===== config.mk =====
export PLATFORM = sky130hd
export DESIGN_NAME = drum_strike_detector
export DESIGN_NICKNAME = d
export VERILOG_FILES = /design/src/rtl/drum_strike_detector.sv
export SDC_FILE = /design/constraint.sdc
export NUM_CORES = 1
export LEC_CHECK = 0
export CORE_MARGIN = 2
export CORE_UTILIZATION = 45
export CTS_CLUSTER_SIZE = 24
export DETAILED_ROUTE_END_ITERATION = 10
export GPL_TIMING_DRIVEN = 0
export PLACE_DENSITY_LB_ADDON = 0.12
export SYNTH_ARGS = -nofsm -noshare
export SYNTH_HDL_FRONTEND = slang
export SYNTH_SLANG_ARGS = --single-unit

===== constraint.sdc =====
create_clock -name clk_i -period 3.6 [get_ports clk_i]
set_input_delay 0.54 -clock clk_i [delete_from_list [all_inputs] [get_ports clk_i]]
set_output_delay 0.54 -clock clk_i [all_outputs]
set_load 0.005 [all_outputs]

===== src/rtl/drum_strike_detector.sv =====
// drum_strike_detector
//
// Turns the gyro-Y sample stream into discrete drum-strike events. A downward
// swing (negative gyro_y) whose magnitude reaches ARM_THRESH arms the detector.
// The peak magnitude is tracked while armed. The first sample whose magnitude
// drops below FIRE_THRESH fires one event carrying a 7-bit velocity derived
// from the peak. A refractory window then blocks re-triggers. Events are held
// in a single-entry register until the consumer accepts them.
//
// Ports:
//   clk_i              system clock (3 MHz nominal)
//   rst_ni             asynchronous active-low reset
//   gyro_valid_i       one-cycle strobe marking a new gyro sample
//   gyro_y_i           signed angular rate, negative = downward swing
//   strike_valid_o     event pending
//   strike_velocity_o  {1'b0, velocity[6:0]}
//   strike_ready_i     consumer accepts the event when high with strike_valid_o
//   armed_o            high while in the armed state
//   drop_count_o       saturating count of events lost to a pending event
module drum_strike_detector #(
    parameter logic [15:0] ARM_THRESH       = 16'd2000,
    parameter logic [15:0] FIRE_THRESH      = 16'd500,
    parameter int unsigned VEL_SHIFT        = 8,
    parameter logic [23:0] MAX_SWING_CYCLES = 24'd1_500_000,
    parameter logic [23:0] REFRACT_CYCLES   = 24'd150_000
) (
    input  logic        clk_i,
    input  logic        rst_ni,
    input  logic        gyro_valid_i,
    input  logic [15:0] gyro_y_i,
    output logic        strike_valid_o,
    output logic [7:0]  strike_velocity_o,
    input  logic        strike_ready_i,
    output logic        armed_o,
    output logic [7:0]  drop_count_o
);

    typedef enum logic [1:0] {StIdle, StArmed, StRefract} state_e;

    state_e      state_q, state_d;
    logic [15:0] peak_q, peak_d;
    logic [23:0] swing_cnt_q, swing_cnt_d;
    logic [23:0] refract_cnt_q, refract_cnt_d;
    logic        strike_valid_q, strike_valid_d;
    logic [7:0]  strike_vel_q, strike_vel_d;
    logic [7:0]  drop_count_q, drop_count_d;

    // Magnitude of downward rate. Negation done in 17 bits so -32768 does not
    // wrap; the result is clamped to 32767 to keep the magnitude positive.
    logic [16:0] neg_y;
    logic [15:0] mag;

    assign neg_y = 17'd0 - {gyro_y_i[15], gyro_y_i};

    always_comb begin
        mag = 16'd0;
        if (gyro_y_i[15]) begin
            if (neg_y > 17'd32767) begin
                mag = 16'h7fff;
            end else begin
                mag = neg_y[15:0];
            end
        end
    end

    // Peak including the sample currently being evaluated.
    logic [15:0] peak_eff;
    logic [15:0] peak_shifted;
    logic [6:0]  vel;

    assign peak_eff     = (mag > peak_q) ? mag : peak_q;
    assign peak_shifted = peak_eff >> VEL_SHIFT;
    assign vel          = (peak_shifted > 16'd127) ? 7'd127 : peak_shifted[6:0];

    logic emit;

    // Detector FSM.
    always_comb begin
        state_d       = state_q;
        peak_d        = peak_q;
        swing_cnt_d   = swing_cnt_q;
        refract_cnt_d = refract_cnt_q;
        emit          = 1'b0;

        unique case (state_q)
            StIdle: begin
                if (gyro_valid_i && (mag >= ARM_THRESH)) begin
                    state_d     = StArmed;
                    peak_d      = mag;
                    swing_cnt_d = 24'd0;
                end
            end
            StArmed: begin
                swing_cnt_d = swing_cnt_q + 24'd1;
                // Fire takes priority over the swing timeout.
                if (gyro_valid_i && (mag < FIRE_THRESH)) begin
                    emit          = 1'b1;
                    state_d       = StRefract;
                    refract_cnt_d = REFRACT_CYCLES;
                end else begin
                    if (gyro_valid_i && (mag > peak_q)) begin
                        peak_d = mag;
                    end
                    if (swing_cnt_q == (MAX_SWING_CYCLES - 24'd1)) begin
                        state_d = StIdle;
                    end
                end
            end
            StRefract: begin
                if (refract_cnt_q <= 24'd1) begin
                    refract_cnt_d = 24'd0;
                    state_d       = StIdle;
                end else begin
                    refract_cnt_d = refract_cnt_q - 24'd1;
                end
            end
            default: begin
                state_d = StIdle;
            end
        endcase
    end

    // Single-entry event holding register. A new event loads only if the slot
    // is empty or being drained this cycle; otherwise it is dropped.
    logic accept;

    assign accept = strike_valid_q && strike_ready_i;

    always_comb begin
        strike_valid_d = strike_valid_q;
        strike_vel_d   = strike_vel_q;
        drop_count_d   = drop_count_q;

        if (emit && (!strike_valid_q || strike_ready_i)) begin
            strike_valid_d = 1'b1;
            strike_vel_d   = {1'b0, vel};
        end else if (emit) begin
            if (drop_count_q != 8'hff) begin
                drop_count_d = drop_count_q + 8'd1;
            end
        end else if (accept) begin
            strike_valid_d = 1'b0;
        end
    end

    always_ff @(posedge clk_i or negedge rst_ni) begin
        if (!rst_ni) begin
            state_q        <= StIdle;
            peak_q         <= 16'd0;
            swing_cnt_q    <= 24'd0;
            refract_cnt_q  <= 24'd0;
            strike_valid_q <= 1'b0;
            strike_vel_q   <= 8'd0;
            drop_count_q   <= 8'd0;
        end else begin
            state_q        <= state_d;
            peak_q         <= peak_d;
            swing_cnt_q    <= swing_cnt_d;
            refract_cnt_q  <= refract_cnt_d;
            strike_valid_q <= strike_valid_d;
            strike_vel_q   <= strike_vel_d;
            drop_count_q   <= drop_count_d;
        end
    end

    assign strike_valid_o    = strike_valid_q;
    assign strike_velocity_o = strike_vel_q;
    assign armed_o           = (state_q == StArmed);
    assign drop_count_o      = drop_count_q;

endmodule


==> metrics.md <==
| Metric | Value |
|---|---|
| Mux contribution to synthesized area | roughly 5.7% |
| Total track usage | 22.2% |
| Clock-pin transition on the worst setup and hold timing paths | ~60 ps |
| Most common cell after layout, fill and taps aside | dfrtp_1 |
| # nets final | 717 |
| Synth Area in XOR/XNOR | 3.37% |
| Min cycle time layout | 3910 ps |
| Total grt overflow | 0 |
| Skew-Pair Late Insertion Delay | between 300 and 400 ps |
| RSZ-0062 raised after global routing | true |
| Max-Cap Viols | 0 |
| Worst Reg-to-Reg Cells | 8 |
| RR Startpoint | refract_cnt_q[10] |
| Clk root buf | clkbuf_16 |
| Outcome | finished, violations left |
| Area after DPL | 0.00582 sq mm |
| Yosys reg bits | 82 |
| Area grow syn2layout | 26.4% |
| Final Hold Viols | 0 |
| Drt drc | 0 |
| Largest net degree at the start of global routing | 50 |
| Starting Density | 45.8% |
| Height of the chip | around 110 um |
| Slew headroom | approximately 50% |
| Post-synth EDFFs | 0 |
| Most frequent cells in the layout | dfrtp_1 (82), nor2_1 (69), o21ai_0 (52) |
| R2R setup slack | approximately 370 ps |
| Number of global-route vias before repair | 4736 |
| CP max stage cell | or4_4 |
| Crit path DAT | 4120 ps |
| HP Class | in -> async |
| Via count | just under 5000 |
| I/O Buffers | 35 |
| Reg2reg end | refract_cnt_q[13] |
| Synth Area in Compound Gates | 17.2% |
| Row count | 39 |
| Setup_tns | -5600 ps |
| Final WS setup | -311 ps |
| Crit Path Max Fanout | 5 |
| Sequential share of the synthesized area | 39.4% |
| VDD IR max | about 0.00032 V |
| Cells after Synth | 601 |
| Post-synth cell types | 63 |
| Drt first pass iters | 5 |
| YS warnings | 0 |
| Post-Synth Adder-Cell Area | 5.05% |
| Share of layout cells above drive strength 1 | 18.6% |
| Core area | 0.0114 sq mm |
| Period Utilization, post-route | 109% |
| Post-detailed-route wirelength per cell | 16.7 um |
| ANT nets after route | 0 |
| Initial antenna violation count | 0 |
| Fin. max-slew vios | 0 |
| Worst-Margin Slew | 754 ps |
| CTS tree | done |
| Design Power | 3950 uW |
| HPWL Detailed | between 9000 and 10000 um |
| Die Area | 0.0124 sq mm |
| CTS Sinks | 82 |
| Critical Path RT | 3810 ps |
| PD cells | 600 mW/mm^2 |
| Fin area | approximately 0.0066 sq mm |
| Async SR Flop Fraction | 100% |
| Simple-gate share of the synthesized area | 24.6% |
| Largest family of logic cells by synthesized area | simple AND/OR/NAND/NOR gates |
| Crit path cell chain | buf_12, inv_12, ha_4, or3b_4, or4_4, a211oi_4, nor2_4, ha_4, and3_4, a41o_1, o211ai_1, a31oi_4, a21oi_2, or3b_1, buf_6, buf_12, mux2_4 |
| Die Wd | 112 um |
| CP max stage delay | 560 ps |
| Vias/cell | approximately 5.9 |
| Crit. End Element | register |
| Cell leakage power | 0.00279 uW |
| Synthesized area | approximately 0.0052 sq mm |
| First-pass GRT wire length | roughly 23000 um |
| Final wirelength | 13700 um |
| Num ports | 38 |
| Deepest clock path buffer count | 2 |
| Ant. Diodes | 0 |
| First DRT Iteration DRCs | 272 |
| Startpoint Class | input port |
| Syn Area/Cell | 8.66 sq um |
| Layout Utilization | ~58% |
| Routability congestion estimate from global placement | 0.829 |
| Max Fclk | 256 MHz |
| CTS buffer count | 9 |
| Crit Path Class | in -> reg |
| Worst Clk Skew | ~11 ps |
| Worst slack, placed | -1860 ps |
| Failing checks | negative setup slack |
| Final setup viols | 23 |
| Top FF cell, synth | dfrtp_1 |
| H-tree depth | 3 |
flip-flops by register name (all words and copies together), names as in the netlist:
name and flops:
refract_cnt_q 24, peak_q 16, swing_cnt_q 24, state_q 2
drop_count_o 8, strike_valid_o 1, strike_velocity_o 7
per-layer routing:
layer / up-vias / wire length [um] / GRT usage, % / share of wire (%)
met4: 0 / 119 / 5.68 / 0.87
met1: 2413 / 6300 / 30.4 / 46
li1: 2326 / - / - / -
met2: 126 / 6710 / 36.9 / 49
met3: 12 / 566 / 4.03 / 4.1
met5: - / 0 / 0 / 0
cell type report:
cell class | instances | area, sq um
fill | 1024 | 4790
multi-input combinational | 463 | 3120
sequential | 82 | 2050
timing repair buffer | 65 | 618
clock buffer | 12 | 267
tap | 143 | 179
buffer | 25 | 149
inverter | 30 | 130
clock inverter | 2 | 60.1
power breakdown:
group	internal (uW)	leakage, uW	switching, uW
sequential	1140	0.00105	199
clock	657	0.000161	358
combinational	777	0.00158	811
total	2580	0.00279	1370
per-stage QoR:
stage	std cells	hold WS [ps]
2_1_floorplan	602	244
3_3_place_gp	780	468
3_5_place_dp	781	473
4_1_cts	809	171
5_1_grt	822	195
6_report	822	159
kinds of logic (layout without fill, tap and decap cells):
group | count (synthesis) | after routing
multiplexers | 24 | 24
XOR/XNOR | 20 | 20
buffers and inverters | 57 | 134
AND/OR/NAND/NOR | 251 | 251
flip-flops | 82 | 82
other | 1 | 2
adder cells (fa/ha/maj) | 21 | 21
AO/OA/AOI/OAI | 145 | 145
critical path, delay by kind of cell:
family                   cells  cell delay [ps]
multiplexers                 1              290
buffers and inverters        4              430
AND/OR/NAND/NOR              5             1590
AO/OA/AOI/OAI                5              890
adder cells (fa/ha/maj)      2              380
what timing repair did:
action                                 4_1_cts  5_1_grt
endpoints found under the hold margin        0        0
setup endpoints to repair                   73       23
hold buffers                                 0        0
gates resized for setup                     73       41
buffers inserted                            14       14
pin swaps                                   15       20
gates cloned                                 1        2
synthesized netlist by cell type, drive strengths merged, types with 5 or more instances:
library cell	n	area share (%)
buf	6	0.99
o31ai	11	1.6
o21a	5	0.72
and3	9	1.1
nor4	10	1.4
nor3	25	2.5
nand4	9	1.1
a21o	6	0.87
dfrtp	82	39
or3	6	0.72
o21ai	54	5.2
inv	29	2.1
or4	5	0.79
mux2	22	5.3
xnor2	11	1.9
xor2	9	1.5
a21oi	26	2.5
nand2b	7	0.84
clkbuf	21	1.5
nand2	46	3.3
ha	21	5.1
nor2	74	5.3
a31oi	17	2.0
nand3	31	3.1
how the worst max path moves through the flow:
stage	start	to	slack (ps)	depth (start not counted)
final	gyro_y_i[1]	peak_q[3]	-310	17
after global routing	gyro_y_i[1]	peak_q[3]	-440	17
after CTS	gyro_y_i[0]	peak_q[3]	-360	18
after detailed placement	gyro_y_i[5]	peak_q[5]	-1860	15
after global placement	gyro_y_i[5]	peak_q[2]	-1840	15
after floorplan	gyro_y_i[1]	peak_q[1]	-470	17
No activity file was read; power rests on OpenSTA's default activity.
